[config.mk]
export PLATFORM = sky130hd
export DESIGN_NAME = beat_sequencer
export DESIGN_NICKNAME = d
export VERILOG_FILES = /design/src/rtl/beat_pkg.sv /design/src/rtl/click_tone_gen.sv /design/src/rtl/beat_sequencer.sv
export SDC_FILE = /design/constraint.sdc
export NUM_CORES = 1
export LEC_CHECK = 0
export BUFFER_PORTS_ARGS = -buffer_cell sky130_fd_sc_hd__buf_2
export CAP_MARGIN = 10
export CORE_MARGIN = 2
export CORE_UTILIZATION = 45
export DETAILED_ROUTE_END_ITERATION = 12
export GPL_TIMING_DRIVEN = 0
export PLACE_DENSITY = 0.73
export SLEW_MARGIN = 5
export SYNTH_ARGS = -nofsm -noshare
export SYNTH_HDL_FRONTEND = slang
export SYNTH_HIERARCHICAL = 1
export SYNTH_SLANG_ARGS = --single-unit
[constraint.sdc]
create_clock -name clk -period 2 [get_ports clk]
set_clock_uncertainty 0.15 [all_clocks]
set_input_delay 0.1 -clock clk [delete_from_list [all_inputs] [get_ports clk]]
set_output_delay 0.1 -clock clk [all_outputs]
set_load 0.1 [all_outputs]
[src/rtl/beat_pkg.sv]
// rtl/beat_pkg.sv - shared types, defaults and bar helpers for the beat sequencer
package beat_pkg;

    // Click generator states
    typedef enum logic {
        IDLE  = 1'b0,
        CLICK = 1'b1
    } click_state_e;

    // Default click shape
    localparam int DEF_CLICK_LEN = 20;
    localparam int DEF_ACC_HALF  = 2;
    localparam int DEF_NORM_HALF = 4;
    localparam int DEF_CW        = 8;

    // beats_per_bar encoding that stands for a full bar of eight beats
    localparam logic [2:0] BPB_ENC_EIGHT = 3'b000;

    // Decode the 3-bit beats_per_bar field into a beat count of 1..8
    function automatic logic [3:0] bpb_decode(input logic [2:0] enc);
        logic [3:0] cnt;
        if (enc == BPB_ENC_EIGHT) begin
            cnt = 4'd8;
        end else begin
            cnt = {1'b0, enc};
        end
        return cnt;
    endfunction

    // Position after idx; a shrunk bar (idx already past the end) also wraps to 0
    function automatic logic [2:0] wrap_next(input logic [2:0] idx, input logic [2:0] enc);
        logic [3:0] inc;
        logic [2:0] nxt;
        inc = {1'b0, idx} + 4'd1;
        if (inc >= bpb_decode(enc)) begin
            nxt = 3'd0;
        end else begin
            nxt = inc[2:0];
        end
        return nxt;
    endfunction

endpackage

[src/rtl/click_tone_gen.sv]
// rtl/click_tone_gen.sv - fixed-length square-wave click, pitch chosen per trigger
module click_tone_gen
    import beat_pkg::*;
#(
    parameter int CLICK_LEN = DEF_CLICK_LEN,
    parameter int ACC_HALF  = DEF_ACC_HALF,
    parameter int NORM_HALF = DEF_NORM_HALF,
    parameter int CW        = DEF_CW
) (
    input  logic clk,
    input  logic reset,
    input  logic enable,
    input  logic trigger,
    input  logic accent,
    output logic tone,
    output logic click_active
);

    localparam logic [CW-1:0] LEN_LOAD  = CW'(CLICK_LEN - 1);
    localparam logic [CW-1:0] ACC_LOAD  = CW'(ACC_HALF - 1);
    localparam logic [CW-1:0] NORM_LOAD = CW'(NORM_HALF - 1);
    localparam logic [CW-1:0] ONE       = CW'(1);

    click_state_e  state_q, state_d;
    logic [CW-1:0] len_q, len_d;
    logic [CW-1:0] half_q, half_d;
    logic          acc_q, acc_d;
    logic          tone_q, tone_d;
    logic          active_q, active_d;

    // State and counter registers, cleared asynchronously so the pin goes quiet at once
    always_ff @(posedge clk or posedge reset) begin
        if (reset) begin
            state_q  <= IDLE;
            len_q    <= '0;
            half_q   <= '0;
            acc_q    <= 1'b0;
            tone_q   <= 1'b0;
            active_q <= 1'b0;
        end else begin
            state_q  <= state_d;
            len_q    <= len_d;
            half_q   <= half_d;
            acc_q    <= acc_d;
            tone_q   <= tone_d;
            active_q <= active_d;
        end
    end

    // Next state: mute beats retrigger, retrigger beats the running click
    always_comb begin
        state_d  = state_q;
        len_d    = len_q;
        half_d   = half_q;
        acc_d    = acc_q;
        tone_d   = tone_q;
        active_d = active_q;

        if (!enable) begin
            state_d  = IDLE;
            len_d    = '0;
            half_d   = '0;
            tone_d   = 1'b0;
            active_d = 1'b0;
        end else if (trigger) begin
            // Entry and retrigger share one path: restart the click from its first half-period
            state_d  = CLICK;
            len_d    = LEN_LOAD;
            acc_d    = accent;
            half_d   = accent ? ACC_LOAD : NORM_LOAD;
            tone_d   = 1'b1;
            active_d = 1'b1;
        end else if (state_q == CLICK) begin
            if (half_q == '0) begin
                tone_d = ~tone_q;
                half_d = acc_q ? ACC_LOAD : NORM_LOAD;
            end else begin
                half_d = half_q - ONE;
            end
            // End of click overrides any toggle so the pin rests low
            if (len_q == '0) begin
                state_d  = IDLE;
                tone_d   = 1'b0;
                active_d = 1'b0;
            end else begin
                len_d = len_q - ONE;
            end
        end
    end

    assign tone         = tone_q;
    assign click_active = active_q;

endmodule

[src/rtl/beat_sequencer.sv]
// rtl/beat_sequencer.sv - bar position tracking, beat LEDs and per-beat click
module beat_sequencer
    import beat_pkg::*;
#(
    parameter int CLICK_LEN = DEF_CLICK_LEN,
    parameter int ACC_HALF  = DEF_ACC_HALF,
    parameter int NORM_HALF = DEF_NORM_HALF,
    parameter int CW        = DEF_CW
) (
    input  logic       clk,
    input  logic       reset,
    input  logic       pulse,
    input  logic       enable,
    input  logic       bar_restart,
    input  logic [2:0] beats_per_bar,
    output logic [2:0] beat_idx,
    output logic       downbeat,
    output logic [7:0] led,
    output logic       click_active,
    output logic       tone
);

    logic       pulse_dly_q, pulse_dly_d;
    logic [2:0] beat_idx_q, beat_idx_d;
    logic [2:0] next_idx_q, next_idx_d;
    logic       started_q, started_d;
    logic       downbeat_q, downbeat_d;
    logic [7:0] led_q, led_d;

    logic beat_evt;
    logic accent_now;

    // Rising edge only, so a pulse held high by a stalled generator counts once
    assign beat_evt   = pulse & ~pulse_dly_q & enable;
    assign accent_now = (next_idx_q == 3'd0);

    // Bar position registers
    always_ff @(posedge clk or posedge reset) begin
        if (reset) begin
            pulse_dly_q <= 1'b0;
            beat_idx_q  <= 3'd0;
            next_idx_q  <= 3'd0;
            started_q   <= 1'b0;
            downbeat_q  <= 1'b0;
            led_q       <= 8'd0;
        end else begin
            pulse_dly_q <= pulse_dly_d;
            beat_idx_q  <= beat_idx_d;
            next_idx_q  <= next_idx_d;
            started_q   <= started_d;
            downbeat_q  <= downbeat_d;
            led_q       <= led_d;
        end
    end

    // Advance the bar on each beat; a restart request only redirects the following beat
    always_comb begin
        pulse_dly_d = pulse;
        beat_idx_d  = beat_idx_q;
        next_idx_d  = next_idx_q;
        started_d   = started_q;
        downbeat_d  = 1'b0;

        if (beat_evt) begin
            beat_idx_d = next_idx_q;
            started_d  = 1'b1;
            downbeat_d = accent_now;
            next_idx_d = wrap_next(next_idx_q, beats_per_bar);
        end

        if (enable && bar_restart) begin
            next_idx_d = 3'd0;
        end

        led_d = started_d ? (8'b1 << beat_idx_d) : 8'b0;
    end

    click_tone_gen #(
        .CLICK_LEN (CLICK_LEN),
        .ACC_HALF  (ACC_HALF),
        .NORM_HALF (NORM_HALF),
        .CW        (CW)
    ) u_click (
        .clk          (clk),
        .reset        (reset),
        .enable       (enable),
        .trigger      (beat_evt),
        .accent       (accent_now),
        .tone         (tone),
        .click_active (click_active)
    );

    assign beat_idx = beat_idx_q;
    assign downbeat = downbeat_q;
    assign led      = led_q;

endmodule

Yosys cells after proc, flatten, opt, wreduce, memory -nomap -nowiden:

Cells that the tools add are included.
W data, S select, Z words.

* logic and storage cells: 67
* input bits: 8
* bits in registers: 37
* output and inout bits: 14

* reductions and logical operators: 10
* shifts and indexed selects: 1
* equality and inequality tests: 4
* muxes and demuxes: 32
* magnitude comparators: 1
* $add $sub $neg: 3
* bitwise logic cells: 4

Operators by type and width (number)
* $mux W8: 9
* $logic_not A8 Y1: 2
* $sub A8 B1 Y8 const B: 2
* $mux W1: 15
* $mux W3: 4
* $mux W4: 2
* $reduce_and A2 Y1: 4
* $shl A1 B3 Y8 const A: 1
* $logic_not A3 Y1: 2
* $ne A3 B1 Y1 const B: 2
* $add A3 B1 Y4 const B: 1
* $ge A4 B4 Y1: 1
* $mux W2: 2
* $ne A4 B1 Y1 const B: 1
* $ne A3 B3 Y1 const B: 1
* $and A1 B1 Y1: 2
* $not A1 Y1: 2
* $reduce_bool A2 Y1: 1
* $logic_and A1 B1 Y1: 1

Longest topological paths before layout:

Gate-level depths: netlist (run 1).

* depth in word-level cells: 8
* depth in mapped cells: 9

By module:

Netlist (run 1), hierarchy kept.

By module, submodules not included
* click_tone_gen: times used 1, area each 1122.3 um^2, cells each 113
* beat_sequencer: times used 1, area each 913.4 um^2, cells each 89

Least setup slack after synthesis (run 1):

OpenSTA, ideal clock, no wires.

* path kind: reg2reg
* start point: register pulse_dly_q
* end point: register u_click.half_q[7]
* cell stages (with the launch flop): 10
* data arrival time: 1751 ps
* path slack: -21 ps
* library setup time: 120 ps
* required time: 1730 ps
* clock period less this slack: 2021 ps
* cell sequence: dfrtp_1 -> nand3b_4 -> buf_6 -> inv_6 -> clkbuf_1 -> or3b_2 -> clkbuf_1 -> nand4_1 -> xor2_1 -> nor2_1

* longest elaborated chain between the ends: 5
* elaborated cells between the ends (all ways): 6
* those cells by class: eq/ne (1); mux (2); bitwise (3)

Ends and longest elaborated chain
* from (decl): RTL line beat_sequencer.sv:23 `logic pulse_dly_q, pulse_dly_d;`
* from (signal assigned): RTL line beat_sequencer.sv:47 `pulse_dly_q <= pulse_dly_d;`
* $not A1 Y1 *: RTL line beat_sequencer.sv:34 `assign beat_evt = pulse & ~pulse_dly_q & enable;`
* $and A1 B1 Y1 * (2 in a row): RTL line beat_sequencer.sv:34
* named net beat_evt: RTL line beat_sequencer.sv:30 `logic beat_evt;`
* $mux W8: RTL line click_tone_gen.sv:65 `end else if (trigger) begin`
* $mux W8: RTL line click_tone_gen.sv:59 `if (!enable) begin`
* to (signal assigned): RTL line click_tone_gen.sv:43 `half_q <= half_d;`
* to (decl): RTL line click_tone_gen.sv:26 `logic [CW-1:0] half_q, half_d;`

The timed path passes the listed nets; every way through them passes the cells marked *.
A chain may end at the register's enable or synchronous reset.

Worst setup path after layout (run 1):

* start point: register u_click.state_q
* end point: register u_click.len_q[5]

* longest elaborated chain between the ends: 2

Ends and longest elaborated chain
* from (decl): RTL line click_tone_gen.sv:24 `click_state_e state_q, state_d;`
* from (signal assigned): RTL line click_tone_gen.sv:41 `state_q <= state_d;`
* $ne A3 B1 Y1 (no source line)
* $reduce_and A2 Y1 (no source line)
* to (signal assigned): RTL line click_tone_gen.sv:42 `len_q <= len_d;`
* to (decl): RTL line click_tone_gen.sv:25 `logic [CW-1:0] len_q, len_d;`

Every way passes these cells.

==> results of run 1 <==
==> layout by cell type (no fill, tap or decap), types with 2 or more instances in the layout <==
cell type and count:
a21boi_0 4, a21oi_1 5, a31oi_1 4, and3_1 2, buf_2 23, buf_4 6
clkbuf_1 3, clkbuf_8 5, clkinv_2 2, dfrtp_1 35, dfrtp_2 2, dlygate4sd3_1 3
ha_1 10, inv_1 14, inv_2 2, mux2i_1 3, nand2_1 10, nand2b_1 3
nand3_1 9, nor2_1 25, nor2b_1 4, nor3_1 4, nor3_2 5, o21a_1 3
o21ai_0 6, o21ai_1 4, or3_1 2, or3b_4 2, xnor2_1 3, xor2_1 8
==> through the flow <==
| step | std cells | setup WS [ns] | power, mW | area, sq um |
|---|---|---|---|---|
| 2_1_floorplan | 202 | 0.00730 | 1.33 | 2040 |
| 3_3_place_gp | 275 | -0.161 | 1.42 | 2210 |
| 3_5_place_dp | 275 | -0.184 | 1.44 | 2210 |
| 4_1_cts | 286 | 0.00468 | 1.94 | 2330 |
| 5_1_grt | 290 | -0.0113 | 2.06 | 2380 |
| 6_report | 290 | 0.0809 | 1.94 | 2380 |
==> worst reg2reg max path, cell delays in order (launching register included) <==
cell and delay [ns]:
dfrtp_1 0.34, buf_6 0.10, or3b_4 0.38, or4_1 0.42, or3_1 0.32, a21oi_1 0.14
==> logic make-up after synthesis <==
logic type / after synthesis / share of synthesized area, %
multiplexers: 4 / 2.03
AND/OR/NAND/NOR: 76 / 20.8
buffers and inverters: 25 / 5.84
XOR/XNOR: 11 / 4.73
AO/OA/AOI/OAI: 39 / 14.9
adder cells (fa/ha/maj): 10 / 6.15
flip-flops: 37 / 45.5
==> per-layer routing <==
layer / GRT usage [%] / up-vias / part of all wire, %
met1: 22.4 / 712 / 50
met2: 23.3 / 27 / 45
met5: 0 / - / 0
met4: 8.18 / 0 / 0.99
met3: 3.09 / 2 / 3.9
li1: - / 768 / -
==> layout make-up <==
| cell class | count | share of cell area [%] |
|---|---|---|
| Buffer | 7 | 2.36 |
| Clock buffer | 6 | 3.05 |
| Clock inverter | 2 | 0.420 |
| Inverter | 17 | 2.89 |
| Multi-Input combinational cell | 140 | 42.3 |
| Sequential cell | 37 | 39.0 |
| Tap cell | 52 | 2.73 |
| Timing Repair Buffer | 29 | 7.25 |
==> synth_stat cells (2+ instances only) <==
master    number  area [sq um]
a21boi_0       4          30.0
a21oi_1        5          25.0
a31oi_1        4          25.0
and3_1         2          12.5
buf_6          2          22.5
clkbuf_1       4          15.0
dfrtp_1       37           926
ha_1          10           125
inv_1         16          60.1
mux2i_1        3          30.0
nand2_1       10          37.5
nand2b_1       3          18.8
nand3_1        9          45.0
nor2_1        25          93.8
nor2b_1        4          25.0
nor3_1         5          25.0
nor3_2         4          40.0
nor4_1         2          12.5
o21a_1         3          22.5
o21ai_0        7          35.0
o21ai_1        3          15.0
or3_1          2          12.5
xnor2_1        3          26.3
xor2_1         8          70.1
==> power groups by stage <==
stage	logic (mW)	registers (mW)	clock network, mW
finish	0.569	0.881	0.489
global route	0.627	0.890	0.543
CTS	0.553	0.879	0.510
detailed placement	0.544	0.892	0
global placement	0.534	0.890	0
floorplan	0.296	1.04	0
==> flip-flops by register name, indices dropped and copies added, names as in the netlist <==
signal	cells
pulse_dly_q	1
u_click/half_q	8
next_idx_q	3
u_click/click_active	1
downbeat	1
beat_idx	3
led	8
u_click/len_q	8
u_click/tone	1
u_click/state_q	1
u_click/acc_q	1
started_q	1
==> how the worst max path moves through the flow <==
| stage | start | cells past startpoint | to | slack [ns] |
|---|---|---|---|---|
| after floorplan | pulse_dly_q$_DFF_PP0_ | 9 | u_click/half_q[7]$_DFFE_PP0P_ | 0.007 |
| after global placement | pulse_dly_q$_DFF_PP0_ | 9 | u_click/half_q[7]$_DFFE_PP0P_ | -0.16 |
| after global routing | u_click/len_q[4]$_DFFE_PP0P_ | 4 | u_click/tone$_DFFE_PP0P_ | -0.01 |
| after detailed placement | pulse_dly_q$_DFF_PP0_ | 9 | u_click/half_q[7]$_DFFE_PP0P_ | -0.18 |
| final | u_click/state_q$_DFF_PP0_ | 5 | u_click/len_q[5]$_DFFE_PP0P_ | 0.08 |
| after CTS | u_click/len_q[4]$_DFFE_PP0P_ | 4 | u_click/tone$_DFFE_PP0P_ | 0.005 |
==> what timing repair did <==
item                       CTS  global route
hold endpoints to repair    39             0
gates resized for setup      3            10
setup buffers                1             4
setup endpoints to repair    9            12
hold buffers                 3             0
pin swaps                    0             1
==> flow_metrics.env, run 1 <==
export IMPL_peakVddDrop_mv=0.303
export IMPL_drv_cap=0
export IMPL_routedWlPerCell_um=12.5
export IMPL_reg2reg_depth=5
export IMPL_p_leak_nw=1.14
export IMPL_gr_total_overflow=0
export IMPL_dr_total_vias=1509
export IMPL_critical_path_cell_chain="buf_6 > or3b_4 > or4_1 > or3_1 > a21oi_1"
export IMPL_synth_seq_cells=37
export IMPL_crit_type="reg -> reg"
export IMPL_timing_rr_start="u_click/state_q$_DFF_PP0_"
export IMPL_dieWidth_um=71.3
export IMPL_drive_above_1_share_pct=26.1
export IMPL_cts_sinks=37
export IMPL_crit_required_ns=2.06
export IMPL_ys_flop_type="dfrtp_1"
export IMPL_period_share_pct=96.0
export IMPL_worst_path_buf_inv=1
export IMPL_hold_path_startpoint="enable"
export IMPL_cts_tree="yes"
export IMPL_ys_seq_area_share_pct=45.5
export IMPL_grt_pass1_vias=1421
export IMPL_min_delay_worst_endpoint="next_idx_q[2]$_DFFE_PP0P_"
export IMPL_dpl_hpwl_mm=2.64
export IMPL_multi_input_area_sq_um=1010
export IMPL_gp_congestion=0.823
export IMPL_drtAntennaViolNets=0
export IMPL_synth_cell_types=51
export IMPL_synthArstFlopShare_pct=100
export IMPL_power_switching_mw=0.691
export IMPL_clk_pin_slew_worst_paths_ns=0.07
export IMPL_tightest_slew_ns=0.775
export IMPL_endpoint_kind="register"
export IMPL_clk_latency_ns=0.28
export IMPL_start_util_pct=46.8
export IMPL_port_buffers=21
export IMPL_antennaDiodeCount=0
export IMPL_r2r_slack_ns=0.08
export IMPL_nFillCells=379
export IMPL_coreArea_sq_um=4350
export IMPL_swShare_pct=35.6
export IMPL_nets=255
export IMPL_avgSynthCellArea_sq_um=10.1
export IMPL_h_tree_depth=2
export IMPL_hold_viol=0
export IMPL_slowest_stage="or4_1"
export IMPL_synth_edf_count=0
export IMPL_slew_headroom_pct=48.3
export IMPL_syn_cell_area_sq_um=2040
export IMPL_grt_max_degree=21
export IMPL_syn_inst=202
export IMPL_slew_violations=0
export IMPL_yosys_warnings=6
export IMPL_comb_power_share_pct=29.4
export IMPL_cp_arrival_ns=1.98
export IMPL_grt_pass1_wl_mm=6.39
export IMPL_synth_net_count=220
export IMPL_finalWirelength_mm=3.63
export IMPL_powerDensity_nw_per_um2=814
export IMPL_hold_path_class="in -> reg"
export IMPL_setup_viol=0
export IMPL_die_h_um=71.3
export IMPL_grt_use_total_pct=15.9
export IMPL_crit_family="simple AND/OR/NAND/NOR gates"
export IMPL_pwr_share_clk_pct=25.2
export IMPL_die_area_sq_um=5080
export IMPL_grt_antenna_before_repair=0
export IMPL_cts_made_buffers=5
export IMPL_critPathMaxFanout=3
export IMPL_seqPwrFrac_pct=45.4
export IMPL_ios=22
export IMPL_syn2layout_area_growth_pct=17.0
export IMPL_critPathMaxStageDelay_ns=0.42
export IMPL_drt_iter0_markers=51
export IMPL_clock_fmax_mhz=521
export IMPL_holdWs_ns=0.0461
export IMPL_root_buffer="clkbuf_8"
export IMPL_outcome="finished clean"
export IMPL_hold_depth=4
export IMPL_timing_final_crit_period_ns=1.92
export IMPL_via_per_inst=5.20
export IMPL_p_int_mw=1.25
export IMPL_drt_pass1_iterations=4
export IMPL_rows=24
export IMPL_finalSetupTns_ns=0
export IMPL_crit_path_start_kind="register"
export IMPL_utilization_pct=54.7
export IMPL_seqCellArea_sq_um=928
export IMPL_clock_path_buffers=2
export IMPL_r2r_end="u_click/len_q[5]$_DFFE_PP0P_"
export IMPL_drcViolationCount=0
Note: power is estimated with default switching activity, not from simulation.
==> run 2: changes to the inputs <==
- ABC_AREA: default -> 1
==> flow_metrics.env, run 2 <==
export IMPL_outcome="finished clean"
export IMPL_crit_required_ns=2.03
export IMPL_pwr_share_clk_pct=19.9
export IMPL_slew_violations=0
export IMPL_clock_path_buffers=2
export IMPL_ys_flop_type="dfrtp_1"
export IMPL_rsz0062_at_grt="false"
export IMPL_yosysMostFrequentCell="nand2_1"
export IMPL_syn_inst=262
export IMPL_ys_seq_area_share_pct=44.7
export IMPL_clock_fmax_mhz=546
export IMPL_reg2reg_depth=11
export IMPL_grt_max_degree=21
export IMPL_finalPower_mw=2.63
export IMPL_critPathMaxFanout=10
export IMPL_cts_resized=0
export IMPL_synth_net_count=280
export IMPL_r2r_slack_ns=0.25
export IMPL_synth_cell_types=26
export IMPL_cp_arrival_ns=1.86
export IMPL_antennaDiodeCount=0
export IMPL_hold_viol=0
export IMPL_slew_headroom_pct=49.0
export IMPL_drive_above_1_share_pct=19.2
export IMPL_powerDensity_nw_per_um2=1100
export IMPL_synthArstFlopShare_pct=100
export IMPL_gp_congestion=0.786
export IMPL_crit_type="in -> reg"
export IMPL_cts_tree="yes"
export IMPL_root_buffer="clkbuf_8"
export IMPL_drt_iter0_markers=64
export IMPL_setup_viol=0
export IMPL_swShare_pct=44.4
export IMPL_endpoint_kind="register"
export IMPL_r2r_end="u_click/half_q[5]$_DFFE_PP0P_"
export IMPL_ys_top_cells_by_count="nand2_1 (60), inv_1 (43), dfrtp_1 (37), nor2_1 (37), nand3_1 (17)"
export IMPL_die_h_um=71.8
export IMPL_ios=22
export IMPL_seqPwrFrac_pct=37.9
export IMPL_syn2layout_area_growth_pct=15.3
export IMPL_dr_total_vias=1633
export IMPL_final_cells=349
export IMPL_nFillCells=409
export IMPL_drcViolationCount=0
export IMPL_hold_depth=3
export IMPL_clk_latency_ns=0.29
export IMPL_min_delay_worst_endpoint="u_click/len_q[4]$_DFFE_PP0P_"
export IMPL_cts_sinks=37
export IMPL_finalSetupTns_ns=0
export IMPL_placed_area_sq_um=2240
export IMPL_die_area_sq_um=5160
export IMPL_avgSynthCellArea_sq_um=7.90
export IMPL_synth_area_leaders="dfrtp_1 (45%), nand2_1 (11%), inv_1 (7.8%)"
export IMPL_period_share_pct=91.6
export IMPL_hold_path_startpoint="enable"
export IMPL_final_cell_mix="nand2_1 (60), inv_1 (43), nor2_1 (37), dfrtp_1 (37), buf_2 (22)"
export IMPL_fin_area_sq_um=2390
export IMPL_grt_pass1_wl_mm=6.42
export IMPL_syn_cell_area_sq_um=2070
export IMPL_timing_final_crit_period_ns=1.83
export IMPL_peakVddDrop_mv=0.576
export IMPL_finalWirelength_mm=3.72
export IMPL_synth_seq_cells=37
export IMPL_final_common_cell="nand2_1"
export IMPL_coreArea_sq_um=4380
export IMPL_hold_path_class="in -> reg"
export IMPL_cts_made_buffers=5
export IMPL_power_switching_mw=1.17
export IMPL_via_per_inst=4.68
export IMPL_yosys_warnings=6
export IMPL_rows=24
export IMPL_routedWlPerCell_um=10.6
export IMPL_grt_antenna_before_repair=0
export IMPL_p_int_mw=1.47
export IMPL_clk_pin_slew_worst_paths_ns=0.08
export IMPL_drt_pass1_iterations=4
export IMPL_synth_edf_count=0
export IMPL_port_buffers=21
export IMPL_crit_path_start_kind="primary input"
export IMPL_yosys_area_top_type="dfrtp_1"
export IMPL_drtAntennaViolNets=0
export IMPL_grt_use_total_pct=16.0
export IMPL_dpl_hpwl_mm=2.77
export IMPL_gr_total_overflow=0
export IMPL_h_tree_depth=2
export IMPL_comb_power_share_pct=42.2
export IMPL_p_leak_nw=1.31
export IMPL_tightest_slew_ns=0.765
export IMPL_place_inst=335
export IMPL_nets=314
export IMPL_dieWidth_um=71.8
export IMPL_drv_cap=0
export IMPL_timing_rr_start="pulse_dly_q$_DFF_PP0_"
export IMPL_start_util_pct=47.2
export IMPL_yosys_area_top_type_share_pct=44.7
export IMPL_grt_pass1_vias=1501
[run 2: changes by cell type after synthesis, sizes merged, moves of 4 or more]
cell / delta
nand2: +59
xor2: -6
inv: +30
nor2: +12
nand4: +5
a31oi: -5
nor2b: -4
a21boi: -4
nand3: +9
o21ai: +5
[run 2: worst max-delay path, cell delays in order]
cell,delay (ns)
dlygate4sd3_1,0.53
buf_2,0.13
nand3_2,0.11
buf_6,0.18
inv_1,0.14
nor2_4,0.16
nand2_2,0.07
buf_6,0.16
nand2_4,0.11
nand2_1,0.06
nand2_1,0.05
nand2_1,0.04
[run 2: repair_timing]
item | CTS | global route
hold endpoints to repair | 42 | 0
setup buffers | 0 | 2
hold buffers | 4 | 0
setup endpoints to repair | 0 | 2
[run 2: layer usage]
metal	share of wire, %	routed length (um)	track usage [%]	up-vias
met5	0	0	0	-
met4	0.57	21	5.45	0
met3	2.7	102	5.34	2
met2	47	1760	26.2	24
met1	49	1830	19.9	730
li1	-	-	-	877
[run 2: worst max path at each step]
stage | startpoint | endpoint | slack, ns | cells past startpoint
floorplan | pulse_dly_q$_DFF_PP0_ | u_click/half_q[5]$_DFFE_PP0P_ | 0.41 | 11
global placement | pulse_dly_q$_DFF_PP0_ | u_click/tone$_DFFE_PP0P_ | 0.23 | 11
detailed placement | pulse_dly_q$_DFF_PP0_ | u_click/half_q[5]$_DFFE_PP0P_ | 0.21 | 11
CTS | pulse | u_click/half_q[5]$_DFFE_PP0P_ | 0.07 | 12
global route | pulse | u_click/tone$_DFFE_PP0P_ | 0.07 | 12
finish | pulse | u_click/tone$_DFFE_PP0P_ | 0.17 | 12
[run 2: metrics by stage]
stage / hold WS (ns) / setup slack [ns] / util, %
detailed placement: 0.0721 / 0.212 / 51.1
CTS: 0.0147 / 0.0738 / 54.1
finish: 0.0301 / 0.168 / 54.4
floorplan: -0.124 / 0.409 / -
global placement: 0.0616 / 0.226 / 51.1
global route: 0.0373 / 0.0701 / 54.4
[run 2: area by class of cell]
type | instances | area (sq um) | area share, %
Buffer | 4 | 31.3 | 1.31
Tap cell | 52 | 65.1 | 2.73
Timing Repair Buffer | 27 | 160 | 6.71
Clock inverter | 3 | 22.5 | 0.944
Clock buffer | 5 | 68.8 | 2.88
Sequential cell | 37 | 926 | 38.8
Inverter | 47 | 176 | 7.39
Multi-Input combinational cell | 174 | 936 | 39.2
[run 2: logic make-up after synthesis]
logic type      Yosys count  synth area share, %
simple gates            137                 30.2
buf+inv                  51                 10.0
flops                    37                 44.7
compound gates           24                 7.26
fa+ha+maj                10                 6.05
xor+xnor                  2                 1.21
mux                       1                0.544
[run 2: power by group through the flow]
stage / sequential (mW) / combinational [mW] / clock [mW]
detailed placement: 1.01 / 1.10 / 0
finish: 0.999 / 1.11 / 0.523
floorplan: 1.20 / 0.720 / 0
CTS: 1.00 / 1.11 / 0.546
global placement: 1.01 / 1.08 / 0
global route: 1.02 / 1.28 / 0.577
==> run 3: changes to the inputs <==
- GPL_TIMING_DRIVEN: 0 -> default
==> flow_metrics.env, run 3 (synthesis gave the netlist of run 2 again) <==
export IMPL_drv_cap=0
export IMPL_period_share_pct=90.7
export IMPL_postCtsSetupBuffers=0
export IMPL_holdWs_ns=0.227
export IMPL_clk_latency_ns=0.29
export IMPL_cts_made_buffers=5
export IMPL_crit_path_start_kind="primary input"
export IMPL_timing_final_crit_period_ns=1.81
export IMPL_cpMostUsedCell="nand2_1"
export IMPL_cts_sinks=37
export IMPL_drt_pass1_iterations=4
export IMPL_cts_resized=0
export IMPL_slew_violations=0
export IMPL_finalPower_mw=2.76
export IMPL_crit_required_ns=2.04
export IMPL_dieWidth_um=71.8
export IMPL_grt_max_degree=21
export IMPL_cp_arrival_ns=1.85
export IMPL_setup_viol=0
export IMPL_nFillCells=420
export IMPL_utilization_pct=54.4
export IMPL_rsz0062_at_grt="false"
export IMPL_grt_antenna_before_repair=0
export IMPL_coreArea_sq_um=4380
export IMPL_seqCellArea_sq_um=926
export IMPL_final_cell_mix="nand2_1 (60), inv_1 (43), nor2_1 (37), dfrtp_1 (37), buf_2 (21)"
export IMPL_drive_above_1_share_pct=18.7
export IMPL_drtAntennaViolNets=0
export IMPL_slew_headroom_pct=59.2
export IMPL_fin_area_sq_um=2390
export IMPL_hold_path_class="in -> async"
export IMPL_hold_viol=0
export IMPL_endpoint_kind="register"
export IMPL_final_common_cell="nand2_1"
export IMPL_placed_area_sq_um=2230
export IMPL_cts_tree="yes"
export IMPL_die_area_sq_um=5160
export IMPL_clock_path_buffers=2
export IMPL_routedWlPerCell_um=10.6
export IMPL_drt_iter0_markers=42
export IMPL_timing_rr_start="next_idx_q[2]$_DFFE_PP0P_"
export IMPL_syn2layout_area_growth_pct=15.3
export IMPL_critPathMaxStageDelay_ns=0.54
export IMPL_crit_type="in -> reg"
export IMPL_die_h_um=71.8
export IMPL_dpl_hpwl_mm=2.79
export IMPL_dr_total_vias=1628
export IMPL_clk_pin_slew_worst_paths_ns=0.08
export IMPL_root_buffer="clkbuf_8"
export IMPL_nets=311
export IMPL_final_cells=346
export IMPL_outcome="finished clean"
export IMPL_finalSetupTns_ns=0
export IMPL_gp_congestion=0.776
export IMPL_pre_cts_ws_ns=0.228
export IMPL_powerDensity_nw_per_um2=1160
export IMPL_p_leak_nw=1.30
export IMPL_ios=22
export IMPL_start_util_pct=47.2
export IMPL_place_inst=334
export IMPL_grt_use_total_pct=15.8
export IMPL_multi_input_area_sq_um=936
export IMPL_port_buffers=21
export IMPL_layout_setup_ws_ns=0.186
export IMPL_critPathMaxFanout=9
export IMPL_slowest_stage="dlygate4sd3_1"
export IMPL_critical_path_cell_chain="dlygate4sd3_1 > buf_2 > nand3_2 > inv_1 > nor2_4 > nand2_2 > buf_4 > nand2_4 > nand2_1 > nand2_1 > nand2_1"
export IMPL_clock_fmax_mhz=551
export IMPL_grt_pass1_vias=1521
export IMPL_grt_pass1_wl_mm=6.47
export IMPL_gr_total_overflow=0
export IMPL_via_per_inst=4.71
export IMPL_drcViolationCount=0
export IMPL_h_tree_depth=2
export IMPL_rows=24
export IMPL_finalWirelength_mm=3.66
export IMPL_crit_start="enable"
export IMPL_tightest_slew_ns=0.611
export IMPL_peakVddDrop_mv=0.524
export IMPL_antennaDiodeCount=0
==> run 3: cell types whose count changed in the layout (fill, tap and decap cells not counted), sizes merged <==
cell and delta:
buf -2, bufinv +1, clkbuf -1, clkinv -2, clkinvlp +1
==> run 3: worst paths after layout <==
kind | to | slack [ns] | cells past startpoint
worst max-delay path | u_click/tone$_DFFE_PP0P_ | 0.19 | 11
worst min-delay path | u_click/half_q[6]$_DFFE_PP0P_ | 0.23 | 4
worst max register to register | next_idx_q[0]$_DFFE_PP0P_ | 0.24 | 8
worst min register to register | started_q$_DFF_PP0_ | 0.34 | 2
max in group asynchronous | downbeat$_DFF_PP0_ | 1.03 | 3
min in group clk | next_idx_q[1]$_DFFE_PP0P_ | 0.25 | 8
==> run 3: area by class of cell <==
type | instances | share of cell area, %
multi-input cells | 174 | 39.2
flip-flops and latches | 37 | 38.8
inverters | 47 | 7.39
repair buffers | 28 | 7.03
clock buffers | 5 | 2.88
well taps | 52 | 2.73
clock inverters | 3 | 1.94
==> run 3: power by group <==
group          switching, mW  internal [mW]
registers              0.112          0.893
logic                  0.782          0.321
clock network          0.281          0.373
==> run 3: what timing repair did <==
| action | in CTS | in global routing |
|---|---|---|
| endpoints found under the setup margin | 0 | 0 |
| hold buffers | 4 | 0 |
| hold endpoints to repair | 42 | 0 |
==> run 3: critical path, delay by kind of cell <==
| family | cells | cell delay, ns |
|---|---|---|
| buffers and inverters | 4 | 1.02 |
| AND/OR/NAND/NOR | 7 | 0.72 |
==> run 3: routing by layer <==
metal	GRT usage, %	vias to the layer above	routed length (um)
met2	26.6	16	1770
met3	4.36	3	105
li1	-	872	-
met1	19.7	737	1740
met4	5.24	0	34
met5	0	-	0
